`src/rtl/canny_pkg.sv`:
```
// Shared constants for the Canny edge pipeline: direction thresholds (Q8),
// gradient sector codes and the default gradient width.
package canny_pkg;

    localparam int GW_DEF   = 12;
    localparam int TAN22_Q8 = 106;
    localparam int TAN67_Q8 = 618;

    typedef enum logic [1:0] {
        DIR_H    = 2'd0,
        DIR_D45  = 2'd1,
        DIR_V    = 2'd2,
        DIR_D135 = 2'd3
    } dir_e;

endpackage

```
`src/rtl/grad_abs_sat.sv`:
```
// Signed-to-absolute converter; the most-negative code saturates to the
// largest positive magnitude so the result always fits in W-1 bits.
module grad_abs_sat #(
    parameter int W = 12
) (
    input  logic signed [W-1:0] din,
    output logic [W-2:0]        dout
);

    localparam logic [W-1:0] MOST_NEG = {1'b1, {(W-1){1'b0}}};
    localparam logic [W-1:0] ONE      = W'(1);

    logic [W-1:0] neg;

    always_comb begin
        neg  = ~din + ONE;
        dout = din[W-2:0];
        if (din == MOST_NEG) begin
            dout = '1;
        end else if (din[W-1]) begin
            dout = neg[W-2:0];
        end
    end

endmodule

```
`src/rtl/grad_mag_dir.sv`:
```
// Sobel gradient consumer: L1 magnitude, quantised direction and raster
// eol/eof tagging in a fixed 3-cycle pipeline. Direction logic is built only
// when GRAD_DIR_EN is defined; otherwise dir is tied to DIR_H.
module grad_mag_dir
    import canny_pkg::*;
#(
    parameter int GW    = GW_DEF,
    parameter int IMG_W = 11
) (
    input  logic                 clk,
    input  logic                 rst,
    input  logic                 pi_flag,
    input  logic signed [GW-1:0] dx,
    input  logic signed [GW-1:0] dy,
    input  logic [IMG_W-1:0]     IH,
    input  logic [IMG_W-1:0]     IW,
    output logic                 po_flag,
    output logic [GW-1:0]        mag,
    output logic [1:0]           dir,
    output logic                 po_eol,
    output logic                 po_eof
);

    localparam logic [IMG_W-1:0] THREE = IMG_W'(3);
    localparam logic [IMG_W-1:0] ONE   = IMG_W'(1);

    // ---------------- raster tracking ----------------
    logic [IMG_W-1:0] col_q, col_d, row_q, row_d;
    logic [IMG_W-1:0] iw_q, iw_d, ih_q, ih_d;
    logic [IMG_W-1:0] last_col, last_row;
    logic             frame_start, eol_now, eof_now;

    // The first pixel of a frame must use the live size inputs, otherwise a
    // 1x1 frame would be tagged with the previous frame's geometry.
    always_comb begin
        frame_start = (col_q == '0) && (row_q == '0);
        last_col    = (frame_start ? IW : iw_q) - THREE;
        last_row    = (frame_start ? IH : ih_q) - THREE;
        eol_now     = (col_q == last_col);
        eof_now     = eol_now && (row_q == last_row);
        col_d       = col_q;
        row_d       = row_q;
        iw_d        = iw_q;
        ih_d        = ih_q;
        if (pi_flag) begin
            if (frame_start) begin
                iw_d = IW;
                ih_d = IH;
            end
            if (eof_now) begin
                col_d = '0;
                row_d = '0;
            end else if (eol_now) begin
                col_d = '0;
                row_d = row_q + ONE;
            end else begin
                col_d = col_q + ONE;
            end
        end
    end

    always_ff @(posedge clk) begin
        if (rst) begin
            col_q <= '0;
            row_q <= '0;
            iw_q  <= '0;
            ih_q  <= '0;
        end else begin
            col_q <= col_d;
            row_q <= row_d;
            iw_q  <= iw_d;
            ih_q  <= ih_d;
        end
    end

    // ---------------- S1: absolute values, signs, position flags ----------------
    logic [GW-2:0] ax, ay;

    grad_abs_sat #(.W(GW)) u_abs_dx (.din(dx), .dout(ax));
    grad_abs_sat #(.W(GW)) u_abs_dy (.din(dy), .dout(ay));

    logic          s1_vld_q, s1_vld_d, s1_eol_q, s1_eol_d, s1_eof_q, s1_eof_d;
    logic [GW-2:0] s1_ax_q, s1_ax_d, s1_ay_q, s1_ay_d;

    always_comb begin
        s1_vld_d = pi_flag;
        s1_eol_d = pi_flag & eol_now;
        s1_eof_d = pi_flag & eof_now;
        s1_ax_d  = pi_flag ? ax : s1_ax_q;
        s1_ay_d  = pi_flag ? ay : s1_ay_q;
    end

    always_ff @(posedge clk) begin
        if (rst) begin
            s1_vld_q <= 1'b0;
            s1_eol_q <= 1'b0;
            s1_eof_q <= 1'b0;
            s1_ax_q  <= '0;
            s1_ay_q  <= '0;
        end else begin
            s1_vld_q <= s1_vld_d;
            s1_eol_q <= s1_eol_d;
            s1_eof_q <= s1_eof_d;
            s1_ax_q  <= s1_ax_d;
            s1_ay_q  <= s1_ay_d;
        end
    end

    // ---------------- S2: magnitude sum ----------------
    logic          s2_vld_q, s2_vld_d, s2_eol_q, s2_eol_d, s2_eof_q, s2_eof_d;
    logic [GW-1:0] s2_mag_q, s2_mag_d;

    always_comb begin
        s2_vld_d = s1_vld_q;
        s2_eol_d = s1_vld_q & s1_eol_q;
        s2_eof_d = s1_vld_q & s1_eof_q;
        s2_mag_d = s1_vld_q ? ({1'b0, s1_ax_q} + {1'b0, s1_ay_q}) : s2_mag_q;
    end

    always_ff @(posedge clk) begin
        if (rst) begin
            s2_vld_q <= 1'b0;
            s2_eol_q <= 1'b0;
            s2_eof_q <= 1'b0;
            s2_mag_q <= '0;
        end else begin
            s2_vld_q <= s2_vld_d;
            s2_eol_q <= s2_eol_d;
            s2_eof_q <= s2_eof_d;
            s2_mag_q <= s2_mag_d;
        end
    end

    // ---------------- S3: output registers ----------------
    logic          po_flag_q, po_flag_d, po_eol_q, po_eol_d, po_eof_q, po_eof_d;
    logic [GW-1:0] mag_q, mag_d;

    always_comb begin
        po_flag_d = s2_vld_q;
        po_eol_d  = s2_vld_q & s2_eol_q;
        po_eof_d  = s2_vld_q & s2_eof_q;
        mag_d     = s2_vld_q ? s2_mag_q : mag_q;
    end

    always_ff @(posedge clk) begin
        if (rst) begin
            po_flag_q <= 1'b0;
            po_eol_q  <= 1'b0;
            po_eof_q  <= 1'b0;
            mag_q     <= '0;
        end else begin
            po_flag_q <= po_flag_d;
            po_eol_q  <= po_eol_d;
            po_eof_q  <= po_eof_d;
            mag_q     <= mag_d;
        end
    end

    assign po_flag = po_flag_q;
    assign po_eol  = po_eol_q;
    assign po_eof  = po_eof_q;
    assign mag     = mag_q;

`ifdef GRAD_DIR_EN
    // Products kept at full width (GW-1 magnitude bits + 10 threshold bits).
    localparam int PW = GW - 1 + 10;

    logic          s1_sx_q, s1_sx_d, s1_sy_q, s1_sy_d;
    logic [PW-1:0] ay_q8, ax_t1, ax_t2;
    logic          s2_le1_q, s2_le1_d, s2_ge2_q, s2_ge2_d, s2_same_q, s2_same_d;
    dir_e          dir_q, dir_d;

    always_comb begin
        s1_sx_d   = pi_flag ? dx[GW-1] : s1_sx_q;
        s1_sy_d   = pi_flag ? dy[GW-1] : s1_sy_q;
        ay_q8     = PW'({s1_ay_q, 8'd0});
        ax_t1     = PW'(s1_ax_q) * PW'(TAN22_Q8);
        ax_t2     = PW'(s1_ax_q) * PW'(TAN67_Q8);
        s2_le1_d  = s1_vld_q ? (ay_q8 <= ax_t1) : s2_le1_q;
        s2_ge2_d  = s1_vld_q ? (ay_q8 >= ax_t2) : s2_ge2_q;
        s2_same_d = s1_vld_q ? (s1_sx_q == s1_sy_q) : s2_same_q;
        dir_d     = dir_q;
        if (s2_vld_q) begin
            if (s2_le1_q) begin
                dir_d = DIR_H;
            end else if (s2_ge2_q) begin
                dir_d = DIR_V;
            end else if (s2_same_q) begin
                dir_d = DIR_D45;
            end else begin
                dir_d = DIR_D135;
            end
        end
    end

    always_ff @(posedge clk) begin
        if (rst) begin
            s1_sx_q   <= 1'b0;
            s1_sy_q   <= 1'b0;
            s2_le1_q  <= 1'b0;
            s2_ge2_q  <= 1'b0;
            s2_same_q <= 1'b0;
            dir_q     <= DIR_H;
        end else begin
            s1_sx_q   <= s1_sx_d;
            s1_sy_q   <= s1_sy_d;
            s2_le1_q  <= s2_le1_d;
            s2_ge2_q  <= s2_ge2_d;
            s2_same_q <= s2_same_d;
            dir_q     <= dir_d;
        end
    end

    assign dir = dir_q;
`else
    assign dir = DIR_H;
`endif

endmodule

```
`config.mk`:
```
export PLATFORM = sky130hd
export DESIGN_NAME = grad_mag_dir
export DESIGN_NICKNAME = d
export VERILOG_FILES = /design/src/rtl/canny_pkg.sv /design/src/rtl/grad_abs_sat.sv /design/src/rtl/grad_mag_dir.sv
export SDC_FILE = /design/constraint.sdc
export NUM_CORES = 1
export LEC_CHECK = 0
export ABC_AREA = 0
export ABC_CLOCK_PERIOD_IN_PS = 9700
export CAP_MARGIN = 20
export CORE_MARGIN = 2
export CORE_UTILIZATION = 45
export DETAILED_ROUTE_END_ITERATION = 10
export PLACE_DENSITY_LB_ADDON = 0.08
export SETUP_SLACK_MARGIN = 0.1
export SLEW_MARGIN = 25
export SYNTH_ARGS = -nofsm -noshare
export SYNTH_HDL_FRONTEND = slang
export SYNTH_SLANG_ARGS = --single-unit
export TNS_END_PERCENT = 30
```
`constraint.sdc`:
```
create_clock -name clk -period 9.7 [get_ports clk]
set_clock_uncertainty 0.1 [all_clocks]
set_input_delay 1.94 -clock clk [delete_from_list [all_inputs] [get_ports clk]]
set_output_delay 1.94 -clock clk [all_outputs]
set_load 0.01 [all_outputs]
```
# == Yosys cells after proc, flatten, opt, wreduce, memory -nomap -nowiden ==
# Index checks and enable logic that the tools add are counted.
# classes
addsub,7
n_eq_ne,4
n_mux,10
bitwise_logic,8
reduce_logical,6
# op_table
op,n
11-bit two-way mux,10
"11-bit by 1-bit adder with 11-bit output, second input constant",4
"12-bit == test, second input constant",2
11-bit == test,2
11-bit logical NOT,2
11-bit inverter,2
"11-bit by 2-bit subtractor with 11-bit output, second input constant",2
11-bit by 11-bit adder with 12-bit output,1
1-bit bitwise AND,6
1-bit logical AND,2
2-bit AND reduction,1
2-bit nonzero test,1
# totals
regBits,99
inputBits,49
out_inout_bits,17
elab_cells,52

# == Logic depth before layout (Yosys ltp) ==
# logic_depth
ltp_word,8
ltp_mapped,16
mapped_depth_nobuf,12

# == Cells and area by module ==
# A second synthesis with hierarchy kept.
# hier_totals
cells_unflattened,738
area_unflattened_um2,6119.6
# modules_own_cells
mod,instances,cells_per_inst,area_each_um2,seq_area_each_um2
grad_mag_dir,1,652,5554.1,1981.9
grad_abs_sat,2,43,282.8,0.0

# == Worst setup path after synthesis ==
# No wires, ideal clock.
# synth_path
path_kind,in2reg
from,input port IW[0]
to,register row_q[8]
setup_time_ps,70
arrival_ps,4412
t_required_ps,9530
path_slack_ps,5118
path_stages,9
n_path_buf,1
cell_sequence,a2111oi_0 > a21boi_1 > nor3_1 > a211oi_1 > a2111o_1 > or4_4 > buf_6 > or4_1 > a21oi_1
# synth_via
elab_chain_cells,6
word_cells_on_any_way,7
cone_classes,1 x add/sub; 1 x eq/ne; 2 x mux; 3 x reduce/logical
# synth_lines
element,line,source
from (decl),grad_mag_dir.sv:16,"input logic [IMG_W-1:0] IW,"
11-bit two-way mux *,-,
11-bit by 2-bit subtractor with 11-bit output *,grad_mag_dir.sv:37,last_col = (frame_start ? IW : iw_q) - THREE;
11-bit == test *,grad_mag_dir.sv:39,eol_now = (col_q == last_col);
1-bit logical AND,grad_mag_dir.sv:40,eof_now = eol_now && (row_q == last_row);
2-bit nonzero test (no line),-,
2-bit AND reduction (no line),-,
to (signal assigned),grad_mag_dir.sv:70,row_q <= row_d;
to (decl),grad_mag_dir.sv:28,"logic [IMG_W-1:0] col_q, col_d, row_q, row_d;"
# Mark *: on every way between the ends. The rest lies on a longest branch, timed or not.
# A chain may end at the register's enable or synchronous reset.

# == Final worst setup path ==
# layout_path
from,input port IH[0]
to,register row_q[4]
# layout_via
elab_chain_cells,6
word_cells_on_any_way,7
cone_classes,1 x add/sub; 1 x eq/ne; 2 x mux; 3 x reduce/logical
# layout_lines
element,line,source
from (decl),grad_mag_dir.sv:15,"input logic [IMG_W-1:0] IH,"
11-bit two-way mux *,-,
11-bit by 2-bit subtractor with 11-bit output *,grad_mag_dir.sv:38,last_row = (frame_start ? IH : ih_q) - THREE;
11-bit == test *,grad_mag_dir.sv:40,
1-bit logical AND *,grad_mag_dir.sv:40,
2-bit nonzero test (no line),-,
2-bit AND reduction (no line),-,
# Marks and branches as above.

==> reports/results.txt <==
setup repair after global routing missed its margin: no
Relative slew margins: 33.4%
Internal Dissipation: 708 uW
warnings from Yosys: 0
number of clock sinks seen by CTS: 99
average cell area after synthesis: 7.93 sq um
average wire per cell in the routed design: 15.6 um
Clock Root Buffer: clkbuf_16
arrival time worst endpoint: 5.47 ns
max-cap viol count: 0
crit path time final: 5.31 ns
leakage power: 2.51 nW
power density over cell area: 150 nW/um^2
EDFF count, synth: 0
switching power total: 317 uW
final std cells w/o fill: 951
VDD IR-drop max: 0.0851 mV
Post-Place Cell Area: 6530 sq um
worst-path maximum fanout: 9
pins over their slew limit: 0
flip-flop and latch count after synthesis: 99
sequential cell area fraction in the yosys report: 33.9%
cts bufs inserted: 9
width of the die: 118 um
global-route usage over all layers: 21.2%
share of total power in the clock network: 36.0%
number of placed instances, taps included: 935
number of nets in the layout: 841
clock tree buffer depth: 2
outcome: finished, final reports clean
per-cell via count in the routed design: 5.80
number of gates resized after cts: 0
number of global-route vias before repair: 5,155
number of antenna violations at the first check in global routing: 0
synthesized instance count: 737
die area: 13,900 sq um
Gate power share: 20.5%
Core Box Area: 12,700 sq um
total design power: 1.03 mW
delay of the slowest cell on the worst path: 0.94 ns
Placement Setup Slack: 4.10 ns
Max Clk Rate: 188 MHz
final weighted congestion in routability-driven placement: 0.859
router iterations before antenna repair: 5
global-route wire length before repair: 24.6 mm
nature of the critical path startpoint: input port
CTS tree: done
reg-to-reg critical path endpoint: row_q[9]$_SDFFE_PP0P_
kind of path behind the tightest hold check: reg -> reg
leading post-synthesis cells by cell area: dfxtp_1 34%, nand2_1 5.4%, a21oi_1 4.9%
count of buffers added by post-CTS timing repair for setup: 0
initial cell density of the core: 46.1%
Worst Hold Path EP: po_eol$_SDFF_PP0_
CTS clock-pin slew for the worst setup and hold paths: 0.08 ns
largest net degree at the start of global routing: 73
antenna violation net count after detailed routing: 0
startpoint-to-endpoint class of the critical path: in -> reg
ys flop type: dfxtp_1
initial detailed-routing violation count: 348
total non-filler cell area in the finished layout: 6830 sq um
Residual DRC: 0
Worst Reg-to-Reg Cells: 11
Cell variety after synth: 71
most instantiated cells after synthesis: 99 x dfxtp_1, 84 x nand2_1, 73 x nor2_1
number of port buffers: 63
Worst path slowest cell: a2111oi_1
required time of the critical path: 9.86 ns
start point of the worst min-delay path: s2_eol_q$_SDFF_PP0_
proportion of synthesized flip-flops having asynchronous set or reset: 0%
grt total ovfl: 0
setup TNS after final layout: 0 ns
io pins: 66
Final Hold Fails: 0
endpoints failing setup: 0
share of the core filled with cells: 53.9%
list of cells traversed by the critical path: clkdlybuf4s50_1 > a2111oi_1 > nand4_1 > or4_1 > o31ai_1 > mux2_2 > a21oi_1 > nand4b_1 > o31ai_2 > o21ba_1
worst hold-check slack: 0.330 ns
most common cell in the netlist: dfxtp_1
half-perimeter wire length after detailed placement: 10.7 mm
worst skew pair latency: 0.36 ns
Sw Share: 31.0%
detailed-route wire length: 14.8 mm
critical path endpoint category: register
proportion of netlist area held by the largest area contributor: 33.9%
count of standard-cell rows: 41
Die Span Y: 118 um
share of layout cells above drive strength 1: 4.24%
number of hold-repair buffers added at the cts stage: 0
setup slack of the most critical reg-to-reg path: 4.67 ns
sequential group share of total power: 43.5%
count of cells along the worst hold path: 1
launching point of the worst reg2reg path: row_q[1]$_SDFFE_PP0P_
post-synthesis to final-layout area growth: 16.9%
final setup margin: 4.39 ns
pin slew with the least headroom to its limit: 0.996 ns
CTS H-Tree Depth: 3
number of vias after detailed routing: 5,517
crit share post-route: 54.7%
Antenna Cells: 0
Netlist Area Pre-Place: 5840 sq um
cell taking the most area after synthesis: dfxtp_1
fill cell total of the finished layout: 1,227
## power by group through the flow
| stage | Combinational [mW] | Clock (mW) | Sequential (mW) |
|---|---|---|---|
| floorplan | 0.152 | 0 | 0.447 |
| global placement | 0.204 | 0 | 0.455 |
| detailed placement | 0.208 | 0 | 0.455 |
| CTS | 0.210 | 0.374 | 0.446 |
| global route | 0.234 | 0.390 | 0.449 |
| finish | 0.210 | 0.369 | 0.446 |
## layout make-up
type	count	area, sq um	share of cell area, %
Multi-Input combinational cell	564	3550	52.0
Sequential cell	99	1980	29.0
Timing Repair Buffer	67	656	9.60
Clock buffer	10	239	3.50
Tap cell	172	215	3.15
Inverter	33	124	1.81
Clock inverter	6	66.3	0.971
## critical path: cells and delay by family
kind	cells	cell delay, ns
multiplexers	1	0.18
AND/OR/NAND/NOR	3	0.95
AO/OA/AOI/OAI	5	1.93
buffers and inverters	1	0.48
## layer usage
metal	track usage, %	part of all wire (%)	up-vias
li1	-	-	2739
met3	3.83	4.1	17
met5	0	0	-
met2	33.6	44	133
met1	29.0	50	2628
met4	7.61	1.5	0
## state kept, by name, summed over array words and instances (netlist names)
signal	count
col_q	11
s2_eol_q	1
iw_q	11
s1_vld_q	1
po_flag	1
po_eof	1
ih_q	11
s2_eof_q	1
s2_mag_q	12
s1_eol_q	1
row_q	11
s1_ay_q	11
mag	12
s1_eof_q	1
s1_ax_q	11
po_flag_d	1
po_eol	1
## how the worst max path moves through the flow
stage	startpoint	cells after the start	to	slack [ns]
global placement	IH[0]	10	row_q[4]$_SDFFE_PP0P_	4.22
CTS	IH[0]	10	row_q[4]$_SDFFE_PP0P_	4.48
global route	IH[0]	10	row_q[4]$_SDFFE_PP0P_	4.18
finish	IH[0]	10	row_q[4]$_SDFFE_PP0P_	4.39
detailed placement	IH[0]	10	row_q[4]$_SDFFE_PP0P_	4.10
floorplan	IW[0]	9	row_q[8]$_SDFFE_PP0P_	5.12
## logic make-up (layout without fill, tap and decap cells)
family / count (synthesis) / in the layout / share of synthesized area (%)
xor gates and xnor gates: 43 / 43 / 6.45
muxes: 22 / 22 / 3.85
adders and majority gates: 18 / 18 / 3.98
and+or+nand+nor: 287 / 287 / 24.2
DFF: 99 / 99 / 33.9
other: 1 / 2 / 0.0642
buffers and inverters: 75 / 116 / 5.37
AOI/OAI and AO/OA: 192 / 192 / 22.2
## cell usage in the layout, fill, tap and decap left out, types with 18 or more instances in the layout
| master | Yosys | routed |
|---|---|---|
| xnor2_1 | 20 | 20 |
| nand3_1 | 27 | 27 |
| dfxtp_1 | 99 | 99 |
| nor2_1 | 73 | 73 |
| a211oi_1 | 26 | 26 |
| inv_1 | 32 | 32 |
| mux2i_1 | 18 | 18 |
| clkdlybuf4s50_1 | 0 | 62 |
| a21oi_1 | 57 | 57 |
| o21ai_0 | 23 | 23 |
| nand2_1 | 84 | 84 |
| xor2_1 | 23 | 23 |
(Power assumes the default switching activity.)
